File: src/rtl/ifft_pkg.sv
// Shared constants and helpers for the iterative 8-point inverse FFT.
package ifft_pkg;

  // I/O sample width, internal working width, twiddle scale.
  localparam int DW       = 12;
  localparam int IW       = 16;
  localparam int TW_SCALE = 10;

  // Twiddle coefficient width and width of the twiddle product before the divide.
  localparam int TWW = 5;
  localparam int PW  = IW + 5;

  // Inverse twiddles W^k = e^{+j*2*pi*k/8}, scaled by TW_SCALE.
  localparam logic signed [TWW-1:0] WR [0:3] = '{5'sd10, 5'sd7, 5'sd0, -5'sd7};
  localparam logic signed [TWW-1:0] WI [0:3] = '{5'sd0, 5'sd7, 5'sd10, 5'sd7};

  // FSM encoding.
  localparam logic [1:0] ST_LOAD  = 2'd0;
  localparam logic [1:0] ST_CALC  = 2'd1;
  localparam logic [1:0] ST_DRAIN = 2'd2;

  // Output clamp limits expressed at the working width.
  localparam logic signed [IW-1:0] SAT_MAX = IW'((1 << (DW - 1)) - 1);
  localparam logic signed [IW-1:0] SAT_MIN = ~SAT_MAX;

  // Bit-reversed index for the 8-entry in-place buffer.
  function automatic logic [2:0] bitrev3(input logic [2:0] k);
    return {k[0], k[1], k[2]};
  endfunction

  // Clamp a working-width value into the DW output range.
  function automatic logic [DW-1:0] sat_dw(input logic signed [IW-1:0] v);
    if (v > SAT_MAX) begin
      return SAT_MAX[DW-1:0];
    end else if (v < SAT_MIN) begin
      return SAT_MIN[DW-1:0];
    end else begin
      return v[DW-1:0];
    end
  endfunction

  // Sign-extend an input sample to the working width.
  function automatic logic [IW-1:0] sext_dw(input logic [DW-1:0] v);
    return {{(IW - DW){v[DW-1]}}, v};
  endfunction

endpackage

File: src/rtl/ifft_bfly.sv
// Combinational radix-2 DIT butterfly: t = (b*W)/TW_SCALE, a' = a+t, b' = a-t.
// The divide is signed, so each twiddle product truncates toward zero.
module ifft_bfly
  import ifft_pkg::*;
(
  input  logic [IW-1:0]  a_re,
  input  logic [IW-1:0]  a_im,
  input  logic [IW-1:0]  b_re,
  input  logic [IW-1:0]  b_im,
  input  logic [TWW-1:0] wr,
  input  logic [TWW-1:0] wi,
  output logic [IW-1:0]  ya_re,
  output logic [IW-1:0]  ya_im,
  output logic [IW-1:0]  yb_re,
  output logic [IW-1:0]  yb_im
);

  localparam logic signed [PW-1:0] SCALE = PW'(TW_SCALE);

  logic signed [PW-1:0] bre_x;
  logic signed [PW-1:0] bim_x;
  logic signed [PW-1:0] wr_x;
  logic signed [PW-1:0] wi_x;
  logic signed [PW-1:0] pr;
  logic signed [PW-1:0] pi;
  logic signed [PW-1:0] tr;
  logic signed [PW-1:0] ti;
  logic [IW-1:0]        t_re;
  logic [IW-1:0]        t_im;

  // Complex multiply at the wide product width, scale down, then add/subtract.
  always_comb begin
    bre_x = {{(PW - IW){b_re[IW-1]}}, b_re};
    bim_x = {{(PW - IW){b_im[IW-1]}}, b_im};
    wr_x  = {{(PW - TWW){wr[TWW-1]}}, wr};
    wi_x  = {{(PW - TWW){wi[TWW-1]}}, wi};
    pr    = bre_x * wr_x - bim_x * wi_x;
    pi    = bre_x * wi_x + bim_x * wr_x;
    tr    = pr / SCALE;
    ti    = pi / SCALE;
    t_re  = tr[IW-1:0];
    t_im  = ti[IW-1:0];
    ya_re = a_re + t_re;
    ya_im = a_im + t_im;
    yb_re = a_re - t_re;
    yb_im = a_im - t_im;
  end

endmodule

File: src/rtl/ifft8_seq.sv
// Iterative 8-point inverse FFT. Bins arrive serially into a bit-reversed
// buffer, 12 in-place butterflies run one per clock, samples leave serially
// as sat(buffer[n] >>> 3).
//
// Handshake: a beat transfers on a rising edge where valid && ready are both
// high. in_ready and out_valid depend only on the FSM state, never on the
// opposite-side input; out_re/out_im stay stable while out_valid && !out_ready.
module ifft8_seq
  import ifft_pkg::*;
(
  input  logic          clk,
  input  logic          rst,
  input  logic          in_valid,
  output logic          in_ready,
  input  logic [DW-1:0] in_re,
  input  logic [DW-1:0] in_im,
  output logic          out_valid,
  input  logic          out_ready,
  output logic [DW-1:0] out_re,
  output logic [DW-1:0] out_im,
  output logic          busy
);

  logic [1:0]    state;
  logic [2:0]    in_cnt;
  logic [3:0]    bf_cnt;
  logic [2:0]    out_cnt;

  logic [IW-1:0] mem_re [0:7];
  logic [IW-1:0] mem_im [0:7];

  logic          load_fire;
  logic          calc_step;
  logic          drain_fire;

  logic [1:0]    stage;
  logic [1:0]    pair;
  logic [2:0]    idx_a;
  logic [2:0]    idx_b;
  logic [1:0]    tw_idx;

  logic [IW-1:0] ya_re;
  logic [IW-1:0] ya_im;
  logic [IW-1:0] yb_re;
  logic [IW-1:0] yb_im;

  assign in_ready   = (state == ST_LOAD);
  assign out_valid  = (state == ST_DRAIN);
  assign busy       = (state == ST_CALC) || (state == ST_DRAIN);
  assign load_fire  = in_valid && in_ready;
  assign calc_step  = (state == ST_CALC);
  assign drain_fire = out_valid && out_ready;

  assign stage = bf_cnt[3:2];
  assign pair  = bf_cnt[1:0];

  // Map the butterfly counter to the two buffer slots and the twiddle index.
  always_comb begin
    idx_a  = 3'd0;
    idx_b  = 3'd0;
    tw_idx = 2'd0;
    case (stage)
      2'd0: begin
        idx_a  = {pair, 1'b0};
        idx_b  = {pair, 1'b1};
        tw_idx = 2'd0;
      end
      2'd1: begin
        idx_a  = {pair[1], 1'b0, pair[0]};
        idx_b  = {pair[1], 1'b1, pair[0]};
        tw_idx = {pair[0], 1'b0};
      end
      default: begin
        idx_a  = {1'b0, pair};
        idx_b  = {1'b1, pair};
        tw_idx = pair;
      end
    endcase
  end

  ifft_bfly u_bfly (
    .a_re  (mem_re[idx_a]),
    .a_im  (mem_im[idx_a]),
    .b_re  (mem_re[idx_b]),
    .b_im  (mem_im[idx_b]),
    .wr    (WR[tw_idx]),
    .wi    (WI[tw_idx]),
    .ya_re (ya_re),
    .ya_im (ya_im),
    .yb_re (yb_re),
    .yb_im (yb_im)
  );

  // FSM and counters; reset aborts any frame in progress.
  always_ff @(posedge clk) begin
    if (rst) begin
      state   <= ST_LOAD;
      in_cnt  <= 3'd0;
      bf_cnt  <= 4'd0;
      out_cnt <= 3'd0;
    end else begin
      case (state)
        ST_LOAD: begin
          if (load_fire) begin
            in_cnt <= in_cnt + 3'd1;
            if (in_cnt == 3'd7) begin
              state <= ST_CALC;
            end
          end
        end
        ST_CALC: begin
          if (bf_cnt == 4'd11) begin
            bf_cnt <= 4'd0;
            state  <= ST_DRAIN;
          end else begin
            bf_cnt <= bf_cnt + 4'd1;
          end
        end
        ST_DRAIN: begin
          if (drain_fire) begin
            out_cnt <= out_cnt + 3'd1;
            if (out_cnt == 3'd7) begin
              state <= ST_LOAD;
            end
          end
        end
        default: begin
          state <= ST_LOAD;
        end
      endcase
    end
  end

  // Buffer writes: bit-reversed load, then in-place butterfly results.
  // The buffer is not cleared on reset; every frame overwrites all 8 slots.
  always_ff @(posedge clk) begin
    if (!rst) begin
      if (load_fire) begin
        mem_re[bitrev3(in_cnt)] <= sext_dw(in_re);
        mem_im[bitrev3(in_cnt)] <= sext_dw(in_im);
      end else if (calc_step) begin
        mem_re[idx_a] <= ya_re;
        mem_im[idx_a] <= ya_im;
        mem_re[idx_b] <= yb_re;
        mem_im[idx_b] <= yb_im;
      end
    end
  end

  // Output path: divide by 8 with floor, then clamp; zero outside DRAIN.
  always_comb begin
    out_re = '0;
    out_im = '0;
    if (state == ST_DRAIN) begin
      out_re = sat_dw($signed(mem_re[out_cnt]) >>> 3);
      out_im = sat_dw($signed(mem_im[out_cnt]) >>> 3);
    end
  end

endmodule

File: config.mk
export PLATFORM = sky130hd
export DESIGN_NAME = ifft8_seq
export DESIGN_NICKNAME = d
export VERILOG_FILES = /design/src/rtl/ifft_pkg.sv /design/src/rtl/ifft_bfly.sv /design/src/rtl/ifft8_seq.sv
export SDC_FILE = /design/constraint.sdc
export NUM_CORES = 2
export LEC_CHECK = 0
export ABC_AREA = 1
export CAP_MARGIN = 10
export CORE_AREA = 3 3 294 296
export DETAILED_ROUTE_END_ITERATION = 6
export DIE_AREA = 0 0 297 299
export PLACE_DENSITY_LB_ADDON = 0.12
export SKIP_LAST_GASP = 1
export SYNTH_ARGS = -nofsm -noshare
export SYNTH_HDL_FRONTEND = slang
export SYNTH_HIERARCHICAL = 1
export SYNTH_SLANG_ARGS = --single-unit
File: constraint.sdc
create_clock -name clk -period 22.2 [get_ports clk]
set_clock_uncertainty 0.1 [all_clocks]
set_input_delay 5.55 -clock clk [delete_from_list [all_inputs] [get_ports clk]]
set_output_delay 5.55 -clock clk [all_outputs]
set_load 0.05 [all_outputs]
==> results.md <==
- Run status: finished clean
- Relative slew slack: 0.269
- GRT overflow: 0
- Post-CTS setup buffer count: 0
- Avg Inst Size Synth: between 6 and 7 um2
- Clk sinks: between 200 and 300
- Asr flop ratio synth: 0
- Vias in the first global route: between 30,000 and 40,000
- CTS clock-pin slew for the worst setup and hold paths: 60 ps
- TritonRoute pass-1 iters: 6
- Seq. cell area: between 7000 and 8000 um2
- H-tree depth: 2
- Initial Util: 0.451
- Initial antenna violation count: 0
- Slowest CP cell: inv_2
- Crit-path max FO: 45
- Tmin final: a little under 20,000 ps
- Number of synthesized flops with an enable pin: between 200 and 300
- Synth cell types: 56
- # IOs: 55
- Routability Congestion: 0.937
- Core box area: approximately 84,000 um2
- Clock Tree Buf Depth: 3
- Instance count of the mapped netlist: 5,550
- RSZ-0062 raised after global routing: no
- Final hold vios: 0
- Final WL: approximately 130,000 um
- DP HPWL: 90,400 um
- DIE WIDTH: 297 um
- First-pass GRT wire length: roughly 200,000 um
- Arr. time, crit path: a little under 20,000 ps
- Max_cap viols: 0
- CP endpoint kind: flop
- Req. time, crit path: 22,480 ps
- Largest net degree at the start of global routing: 146
- Total GRT Usage: 0.282
- Die Y-Extent: between 200 and 300 um
- Vias post-DR: about 35,000
- Critical Path Most Common Cell: nand2_1
- Post-route DRC: 0
- Max-slew violations: 0
- Number of diodes: 0
- Ys flop type: edfxtp_1
- Number of DRC markers in iteration 0: between 3,000 and 4,000
- Root Buffer: clkbuf_16
- Synth Cell Area: between 30,000 and 40,000 um2
- CP startpoint kind: flop
- Setup violators final: 0
- # hold bufs at CTS: 0
- CTS Buf Count: 34
- Post-route ant nets: 0
- CTS tree: built
- Area of the multi-input gates: 25,200 um2
- Via density: ~5.3
- Least-Margin Pin Slew: 1100 ps
- CP max stage delay: between 500 and 600 ps
- Clock latency on the worst-skew pair: 560 ps
- YS warnings: 6
- Final period utilization: 0.869
- Nets@finish: 5,928
- Worst Hold Class: reg2reg
- Sequential-to-total area share from yosys stat: 0.211
- Row Count: ~110
- Setup TNS: 0 ps
- Kind of critical path: reg2reg
- Layout fillers: roughly 8,600
- IO Port Bufs: 54
- Share of post-route cells with drive strength above 1: 0.0794
- Post-CTS sizing: 0
- Syn-to-layout area delta: 6.57%
- FMAX: approximately 52 MHz
- Die area: around 90,000 um2
- Wirelength per Cell: between 15 and 20 um
- Yosys reg bits: 271
==> worst max-delay path: cells and delay by family (launching register included) <==
family,cells,cell delay [ps]
compound gates,20,3120
fa+ha+maj,8,3560
buf+inv,13,1980
flops,1,410
mux,1,350
simple gates,79,9520
==> cells by family (layout without fill, tap and decap cells) <==
family	count (synthesis)	in the layout	share of synthesized area
simple gates	2619	2619	0.302
buf+inv	1223	1128	0.126
compound gates	830	830	0.119
fa+ha+maj	469	469	0.209
flops	271	271	0.211
xor+xnor	135	135	0.0321
mux	2	2	0.000530
other cells	1	2	0.0000993
==> per-layer routing <==
metal / routed length (um) / share of wire / track usage / up-vias
met5: 0 / 0 / 0 / -
met4: 4930 / 0.039 / 0.0998 / 0
met3: 9070 / 0.071 / 0.0319 / 216
met2: 58000 / 0.46 / 0.466 / 1280
met1: 55200 / 0.43 / 0.384 / 16478
li1: - / - / - / 17213
==> metrics by stage <==
stage	cells	instance area, um2	setup slack, ps	hold WS [ps]	utilization
2_1_floorplan	5551	37800	6890	358	-
3_3_place_gp	6529	39100	3180	384	0.467
3_5_place_dp	6529	39100	3020	386	0.467
4_1_cts	6590	40300	2950	394	0.480
5_1_grt	6590	40300	1140	432	0.480
6_report	6590	40300	2920	396	0.480
==> worst paths after layout <==
check	from	endpoint	slack (ps)	depth (start not counted)
worst max-delay path	bf_cnt[3]	mem_im[3][15]	2920	121
worst min-delay path	in_cnt[0]	in_cnt[0]	400	2
worst max register to register	bf_cnt[3]	mem_im[3][15]	2920	121
worst min register to register	in_cnt[0]	in_cnt[0]	400	2
==> layout by cell type (no fill, tap or decap), drive strengths merged <==
master,synthesis,routed
xnor2,29,29
nand3,396,396
o2111ai,2,2
nand4,53,53
clkbuf,153,42
and3,2,2
a21o,3,3
nand3b,12,12
and2,9,9
o31ai,11,11
a21oi,222,222
nor2,240,240
conb,1,2
a31oi,2,2
or2,23,23
clkdlybuf4s50,0,54
o22ai,1,1
o211ai,75,75
a221o,5,5
nor4,3,3
xor2,106,106
inv,962,960
nor3,19,19
edfxtp,256,256
a211oi,1,1
o21ai,494,494
ha,198,198
fa,271,271
dfxtp,15,15
bufinv,0,3
nand2,1860,1860
clkinv,3,21
buf,105,48
mux2i,2,2
o21bai,13,13
nor3b,2,2
a221oi,1,1
==> synthesized netlist by cell type (9+ instances only) <==
cell type | instances | area (um2)
o211ai_1 | 75 | 563
o21ai_0 | 405 | 2030
nor2_2 | 11 | 68.8
nand3_2 | 23 | 230
dfxtp_1 | 15 | 300
nor3_1 | 15 | 75.1
buf_1 | 14 | 52.6
buf_2 | 79 | 395
nor2_1 | 227 | 852
o31ai_1 | 11 | 82.6
clkbuf_1 | 151 | 567
edfxtp_1 | 256 | 7690
inv_1 | 894 | 3360
or2_2 | 21 | 131
and2_1 | 9 | 56.3
buf_4 | 10 | 75.1
ha_1 | 198 | 2480
xor2_1 | 103 | 902
nand4_1 | 51 | 319
fa_1 | 271 | 5430
o21bai_1 | 13 | 97.6
nand3b_1 | 12 | 90.1
o21ai_1 | 86 | 430
nand2_1 | 1696 | 6370
nand3_1 | 371 | 1860
a21oi_1 | 218 | 1090
inv_2 | 68 | 255
nand2_2 | 136 | 851
xnor2_1 | 28 | 245
nand2_4 | 28 | 315
==> sequential cells by signal, indices dropped and copies added (netlist names), named ones only <==
register and flops:
out_cnt 3, in_cnt 3, bf_cnt 4, mem_im 128
state 2, mem_re 128
==> layout make-up <==
| type | instances | share of cell area |
|---|---|---|
| timing repair buffer | 102 | 0.0230 |
| inverter | 965 | 0.0900 |
| multi-input combinational | 4057 | 0.626 |
| clock inverter | 19 | 0.00420 |
| sequential | 271 | 0.199 |
| tap | 1134 | 0.0352 |
| clock buffer | 42 | 0.0235 |
Power is left out: the tool's default activity adds up to more than one toggle a clock period on the data nets, which glitch-free logic cannot reach.
